## config.mk

```make
export PLATFORM = sky130hd
export DESIGN_NAME = tile_lane_engine
export DESIGN_NICKNAME = d
export VERILOG_FILES = /design/src/rtl/tile_lane_engine.sv
export SDC_FILE = /design/constraint.sdc
export NUM_CORES = 1
export LEC_CHECK = 0
export ABC_CLOCK_PERIOD_IN_PS = 10760
export BUFFER_PORTS_ARGS = -buffer_cell sky130_fd_sc_hd__buf_2
export CORE_MARGIN = 2
export CORE_UTILIZATION = 50
export CTS_CLUSTER_SIZE = 14
export DETAILED_ROUTE_END_ITERATION = 16
export PLACE_DENSITY = 0.7
export SKIP_CTS_REPAIR_TIMING = 1
export SYNTH_ARGS = -nofsm -noshare
export SYNTH_HDL_FRONTEND = slang
export SYNTH_SLANG_ARGS = --single-unit
```

## constraint.sdc

```tcl
create_clock -name pixel_clk -period 10.76 [get_ports pixel_clk]
set_clock_uncertainty 0.2 [all_clocks]
set_input_delay 2.152 -clock pixel_clk [delete_from_list [all_inputs] [get_ports pixel_clk]]
set_output_delay 2.152 -clock pixel_clk [all_outputs]
set_load 0.1 [all_outputs]
```

## src/rtl/tile_lane_engine.sv

```systemverilog
// Falling-tile game core: row buffer, scroll offset, key judging, speed ramp,
// score, game state and a registered per-pixel tile/hit/border lookup.
module tile_lane_engine #(
    parameter int unsigned LANES          = 5,
    parameter int unsigned ROWS           = 4,
    parameter int unsigned ROW_H          = 120,
    parameter int unsigned LANE_W         = 128,
    parameter int unsigned SPEED_INIT     = 1,
    parameter int unsigned SPEED_STEP     = 2,
    parameter int unsigned SPEED_MAX      = 12,
    parameter int unsigned ROWS_PER_LEVEL = 5,
    parameter logic [7:0]  LFSR_SEED      = 8'hA5,
    localparam int unsigned LW            = (LANES > 1) ? $clog2(LANES) : 1
) (
    input  logic          pixel_clk,
    input  logic          Reset_n,
    input  logic          frame_tick,
    input  logic          key_valid,
    input  logic [LW-1:0] key_lane,
    input  logic          restart,
    input  logic [9:0]    draw_x,
    input  logic [9:0]    draw_y,
    output logic          px_tile,
    output logic          px_hit,
    output logic          px_border,
    output logic [1:0]    state,
    output logic [3:0]    speed,
    output logic [15:0]   score,
    output logic          miss
);
    localparam int unsigned OW  = $clog2(ROW_H + SPEED_MAX + 1);
    localparam int unsigned LVW = $clog2(ROWS_PER_LEVEL + 1);

    typedef enum logic [1:0] {StIdle = 2'd0, StRun = 2'd1, StOver = 2'd2} state_e;

    state_e        r_state, w_state;
    logic [LW-1:0] r_rows [ROWS];
    logic [LW-1:0] w_rows [ROWS];
    logic [LW-1:0] r_inc, w_inc;
    logic          r_bh, w_bh;
    logic [OW-1:0] r_off, w_off, w_sum;
    logic [3:0]    r_speed, w_speed;
    logic [4:0]    w_spd_sum;
    logic [LVW-1:0] r_lvl, w_lvl;
    logic [15:0]   r_score, w_score;
    logic          r_miss, w_miss;
    logic [7:0]    r_lfsr;
    logic          w_hit_eff, w_bad_key, w_px_clear;
    logic          r_px_tile, r_px_hit, r_px_border;
    logic          w_tile, w_hit, w_border, w_on_row;
    logic [9:0]    w_lane, w_xm;
    logic [11:0]   w_y;
    logic [10:0]   w_row;
    logic [LW-1:0] w_sel;

    // Initial column pattern is a descending staircase, bottom row on lane 1 by default.
    function automatic logic [LW-1:0] init_lane(int k);
        int v;
        v = (int'(LANES) - 1 - k) % int'(LANES);
        if (v < 0) v += int'(LANES);
        return LW'(v);
    endfunction

    always_comb begin
        w_state    = r_state;
        w_rows     = r_rows;
        w_inc      = r_inc;
        w_bh       = r_bh;
        w_off      = r_off;
        w_speed    = r_speed;
        w_lvl      = r_lvl;
        w_score    = r_score;
        w_miss     = 1'b0;
        w_px_clear = 1'b0;
        w_hit_eff  = r_bh;
        w_bad_key  = 1'b0;
        w_sum      = r_off + OW'(r_speed);
        w_spd_sum  = {1'b0, r_speed} + 5'(SPEED_STEP);
        unique case (r_state)
            StIdle, StRun: begin
                if (key_valid) begin
                    if (key_lane == r_rows[ROWS-1]) begin
                        w_state = StRun;
                        if (!r_bh) begin
                            w_bh      = 1'b1;
                            w_hit_eff = 1'b1;
                            if (r_score != 16'hFFFF) w_score = r_score + 16'd1;
                        end
                    end else begin
                        w_bad_key = 1'b1;
                        w_miss    = 1'b1;
                        w_state   = StOver;
                    end
                end
                // A hit landing on the shifting tick still rescues the bottom row.
                if (r_state == StRun && frame_tick && !w_bad_key) begin
                    if (w_sum < OW'(ROW_H)) begin
                        w_off = w_sum;
                    end else if (!w_hit_eff) begin
                        w_miss  = 1'b1;
                        w_state = StOver;
                    end else begin
                        for (int k = int'(ROWS) - 1; k > 0; k--) w_rows[k] = r_rows[k-1];
                        w_rows[0] = r_inc;
                        w_inc     = LW'(r_lfsr % 8'(LANES));
                        w_bh      = 1'b0;
                        w_off     = w_sum - OW'(ROW_H);
                        if (r_lvl == LVW'(ROWS_PER_LEVEL - 1)) begin
                            w_lvl = '0;
                            if (r_speed == 4'd1)                  w_speed = 4'd2;
                            else if (w_spd_sum >= 5'(SPEED_MAX))  w_speed = 4'(SPEED_MAX);
                            else                                  w_speed = w_spd_sum[3:0];
                        end else begin
                            w_lvl = r_lvl + LVW'(1);
                        end
                    end
                end
            end
            StOver: begin
                if (restart) begin
                    for (int k = 0; k < int'(ROWS); k++) w_rows[k] = init_lane(k);
                    w_inc      = '0;
                    w_bh       = 1'b0;
                    w_off      = '0;
                    w_speed    = 4'(SPEED_INIT);
                    w_lvl      = '0;
                    w_score    = '0;
                    w_state    = StIdle;
                    w_px_clear = 1'b1;
                end
            end
            default: w_state = StIdle;
        endcase
    end

    // Pixel lookup; a negative scrolled y falls in the incoming row above the screen.
    always_comb begin
        w_lane   = draw_x / 10'(LANE_W);
        w_xm     = draw_x % 10'(LANE_W);
        w_y      = 12'(draw_y) - 12'(r_off);
        w_row    = w_y[10:0] / 11'(ROW_H);
        w_sel    = r_inc;
        w_on_row = 1'b0;
        if (w_y[11]) begin
            w_on_row = 1'b1;
        end else begin
            for (int k = 0; k < int'(ROWS); k++) begin
                if (w_row == 11'(k)) begin
                    w_sel    = r_rows[k];
                    w_on_row = 1'b1;
                end
            end
        end
        w_tile   = w_on_row && (w_lane < 10'(LANES)) && (10'(w_sel) == w_lane);
        w_hit    = w_tile && !w_y[11] && (w_row == 11'(ROWS - 1)) && r_bh;
        w_border = (w_xm == 10'd0) || (w_xm == 10'(LANE_W - 1));
    end

    always_ff @(posedge pixel_clk or negedge Reset_n) begin
        if (!Reset_n) begin
            r_state <= StIdle;
            for (int k = 0; k < int'(ROWS); k++) r_rows[k] <= init_lane(k);
            r_inc       <= '0;
            r_bh        <= 1'b0;
            r_off       <= '0;
            r_speed     <= 4'(SPEED_INIT);
            r_lvl       <= '0;
            r_score     <= '0;
            r_miss      <= 1'b0;
            r_lfsr      <= LFSR_SEED;
            r_px_tile   <= 1'b0;
            r_px_hit    <= 1'b0;
            r_px_border <= 1'b0;
        end else begin
            r_state     <= w_state;
            r_rows      <= w_rows;
            r_inc       <= w_inc;
            r_bh        <= w_bh;
            r_off       <= w_off;
            r_speed     <= w_speed;
            r_lvl       <= w_lvl;
            r_score     <= w_score;
            r_miss      <= w_miss;
            r_lfsr      <= {1'b0, r_lfsr[7:1]} ^ (r_lfsr[0] ? 8'hB8 : 8'h00);
            r_px_tile   <= w_tile && !w_px_clear;
            r_px_hit    <= w_hit && !w_px_clear;
            r_px_border <= w_border && !w_px_clear;
        end
    end

    assign state     = r_state;
    assign speed     = r_speed;
    assign score     = r_score;
    assign miss      = r_miss;
    assign px_tile   = r_px_tile;
    assign px_hit    = r_px_hit;
    assign px_border = r_px_border;

endmodule

```

==> results.sh <==
export IMPL_setup_worst_path_end_class="flop"
export IMPL_drt_iter0_markers=186
export IMPL_crit_cells=18
export IMPL_netlist_area_um2=4790
export IMPL_count_of_flip_flops_with_a_built_in_enable_after_synthesis=0
export IMPL_power_per_cell_area_nw_per_um2=146
export IMPL_totalPowerFinal_mw=0.777
export IMPL_synth_area_per_cell_um2=8.49
export IMPL_numCtsBuffers=9
export IMPL_rsz0062_at_grt="no"
export IMPL_post_route_util_pct=57.4
export IMPL_max_clock_path_buffers=2
export IMPL_synthMostInstantiatedCell="nand2_1"
export IMPL_synth_cell_type_count=80
export IMPL_dieArea_um2=10400
export IMPL_launching_element_type_of_the_critical_path="input port"
export IMPL_dominantRegCellSynth="dfrtp_1"
export IMPL_detail_route_antenna_nets=0
export IMPL_power_leakage_nw=2.32
export IMPL_r2r_slack_ns=5.99
export IMPL_timing_final_crit_period_ns=6.23
export IMPL_ys_warn_count=0
export IMPL_synthTopCellsByArea="dfrtp_1, dfstp_2, ha_1, nand2_1, a21oi_1"
export IMPL_clock_root_buffer="clkbuf_8"
export IMPL_syn2layout_area_growth_pct=11.3
export IMPL_worst_r2r_cell_count=15
export IMPL_grt_pass1_wl_um=18800
export IMPL_io_pins=54
export IMPL_global_route_total_usage_across_every_layer_pct=22.5
export IMPL_report_final_hold_viol_count=0
export IMPL_timing_critical_path_cells="buf_2 -> inv_1 -> ha_1 -> inv_1 -> fa_1 -> a211oi_1 -> o21a_2 -> o21a_1 -> a32oi_1 -> or3_4 -> nand2_1 -> a211oi_2 -> nor3_1 -> nor2b_1 -> o21a_1 -> nor4_4 -> a41oi_2 -> a211oi_2"
export IMPL_die_height_um=102
export IMPL_tritoncts="yes"
export IMPL_setup_viol_count_final=0
export IMPL_initial_util_pct=51.5
export IMPL_synth_top_cells_by_count="nand2_1, dfrtp_1, nor2_1"
export IMPL_gp_congestion=0.896
export IMPL_cp_arrival_ns=6.29
export IMPL_setup_worst_path_start="draw_y[0]"
export IMPL_grt_pass1_vias=4059
export IMPL_routed_wire_length_per_instance_um=14.8
export IMPL_worstSetupEndpoint="px_tile$_DFF_PN0_"
export IMPL_vdd_ir_drop_max_v=0.000105
export IMPL_total_nets_final=659
export IMPL_critical_setup_path_class="in -> reg"
export IMPL_r2r_end="px_tile$_DFF_PN0_"
export IMPL_cts_max_level=3
export IMPL_netlist_instances=564
export IMPL_post_synth_top_area_cell="dfrtp_1"
export IMPL_worst_setup_hold_path_clk_slew_ns=0.07
export IMPL_grt_antenna_before_repair=0
export IMPL_synth_seq_area_share_pct=32.2
export IMPL_layout_drive_gt1_share_pct=18.9
export IMPL_numClockSinks=61
export IMPL_timing_hold_worst_class="reg -> reg"
export IMPL_finalSetupTns_ns=0
export IMPL_num_rows=35
export IMPL_detail_route_drc_violations=0
export IMPL_number_of_input_and_output_port_buffers_inserted=53
export IMPL_grt_start_max_net_pins=62
export IMPL_critical_path_max_stage_delay_ns=0.81
export IMPL_floorplan_die_width_um=102
export IMPL_via_per_inst=5.75
export IMPL_drv_slew=0
export IMPL_drt_pass1_iterations=5
export IMPL_data_required_time_of_the_critical_path_ns=10.82
export IMPL_num_vias=4270
export IMPL_route_final_wire_length_um=11000
export IMPL_proportion_of_synthesized_flip_flops_having_asynchronous_set_or_reset_pct=100
export IMPL_worstPathMaxFanout=11
export IMPL_grt_overflow=0
export IMPL_synth_top_cell_area_share_pct=26.7
export IMPL_core_area_um2=9280
export IMPL_critPathTopFamily="simple AND/OR/NAND/NOR gates"
export IMPL_outcome="completed"
export IMPL_final_period_utilization_pct=57.9
export IMPL_cp_slowest_cell="nor3_1"
export IMPL_clock_latency_at_the_later_pin_of_the_worst_skew_pair_ns=0.34
export IMPL_slew_headroom_pct=29.7
export IMPL_critPathBufInv=3
export IMPL_syn_num_nets=615
export IMPL_clock_fmax_mhz=161
export IMPL_num_antenna_cells=0
export IMPL_worst_slew_pin_transition_ns=1.05
export IMPL_ys_ff_latch=61
export IMPL_r2r_start="r_off[5]$_DFFE_PN0P_"
export IMPL_maxCapViolations=0
export IMPL_detailed_place_hpwl_um=8200
-- per-layer routing --
layer	GRT usage [%]	wire length [µm]
met5	0	0
met4	6.56	179
met3	4.51	529
met2	36.8	5120
met1	30.3	5160
-- worst reg2reg max path, delay by kind of cell (launching register included) --
kind / cells / cell delay, ns
adders and majority gates: 1 / 0.49
DFF: 1 / 0.40
and+or+nand+nor: 6 / 1.94
AOI/OAI and AO/OA: 7 / 1.54
buffers and inverters: 1 / 0.12
-- state kept, by name, indices dropped and copies added (netlist names) --
name	cells
state	2
speed	4
r_bh	1
px_tile	1
r_lfsr	8
r_lvl	3
px_hit	1
score	16
px_border	1
r_rows	12
miss	1
r_inc	3
r_off	8
-- stage by stage --
stage / hold slack, ns / cells / setup WS, ns / instance area (µm²)
2_1_floorplan: 0.153 / 564 / 5.14 / 4790
5_1_grt: 0.249 / 742 / 4.26 / 5330
4_1_cts: 0.236 / 742 / 4.59 / 5330
3_3_place_gp: 0.222 / 726 / 4.51 / 5130
6_report: 0.234 / 742 / 4.53 / 5330
3_5_place_dp: 0.228 / 726 / 4.24 / 5130
-- cells in the final DEF (no fill, tap or decap), drive strengths merged, types with 4 or more instances in the layout --
master and instances:
o22ai 4, o21a 7, and3 10, xnor2 22
a211oi 7, nand3 25, nor4 4, clkbuf 13
nand2b 12, xor2 16, a221oi 4, nand3b 6
mux2i 8, nor2 48, nand4 7, o31ai 6
or3 6, buf 56, o211ai 5, inv 24
o21ai 39, a21oi 42, nor3 15, a21o 11
ha 21, dfrtp 51, a31oi 8, nor2b 11
dfstp 10, mux2 4, nand2 64
-- power breakdown --
group	switching, mW	internal (mW)	total, mW
registers	0.0213	0.244	0.265
clock network	0.0901	0.120	0.210
logic	0.206	0.0952	0.302
-- cells by family after synthesis --
logic type | Yosys count | synth area share (%)
AO/OA/AOI/OAI | 157 | 22.7
XOR/XNOR | 38 | 7.11
adder cells (fa/ha/maj) | 23 | 6.33
buffers and inverters | 47 | 4.24
flip-flops | 61 | 32.2
multiplexers | 12 | 2.61
AND/OR/NAND/NOR | 226 | 24.8
-- worst min path at each step --
stage	start	to	depth (start not counted)
after floorplan	r_lfsr[3]$_DFF_PN0_	r_lfsr[2]$_DFF_PN1_	0
final	r_lfsr[0]$_DFF_PN1_	r_lfsr[7]$_DFF_PN1_	0
after global routing	r_lfsr[0]$_DFF_PN1_	r_lfsr[7]$_DFF_PN1_	0
after global placement	r_lfsr[0]$_DFF_PN1_	r_lfsr[7]$_DFF_PN1_	0
after detailed placement	r_lfsr[0]$_DFF_PN1_	r_lfsr[7]$_DFF_PN1_	0
after CTS	r_lfsr[0]$_DFF_PN1_	r_lfsr[7]$_DFF_PN1_	0
-- final cells by class --
| class | count | area (µm²) |
|---|---|---|
| Fill cell | 866 | 3960 |
| Multi-Input combinational cell | 456 | 3050 |
| Sequential cell | 61 | 1540 |
| Timing Repair Buffer | 56 | 288 |
| Tap cell | 129 | 161 |
| Clock buffer | 13 | 159 |
| Inverter | 24 | 90.1 |
| Clock inverter | 3 | 43.8 |
(Power assumes the default switching activity.)
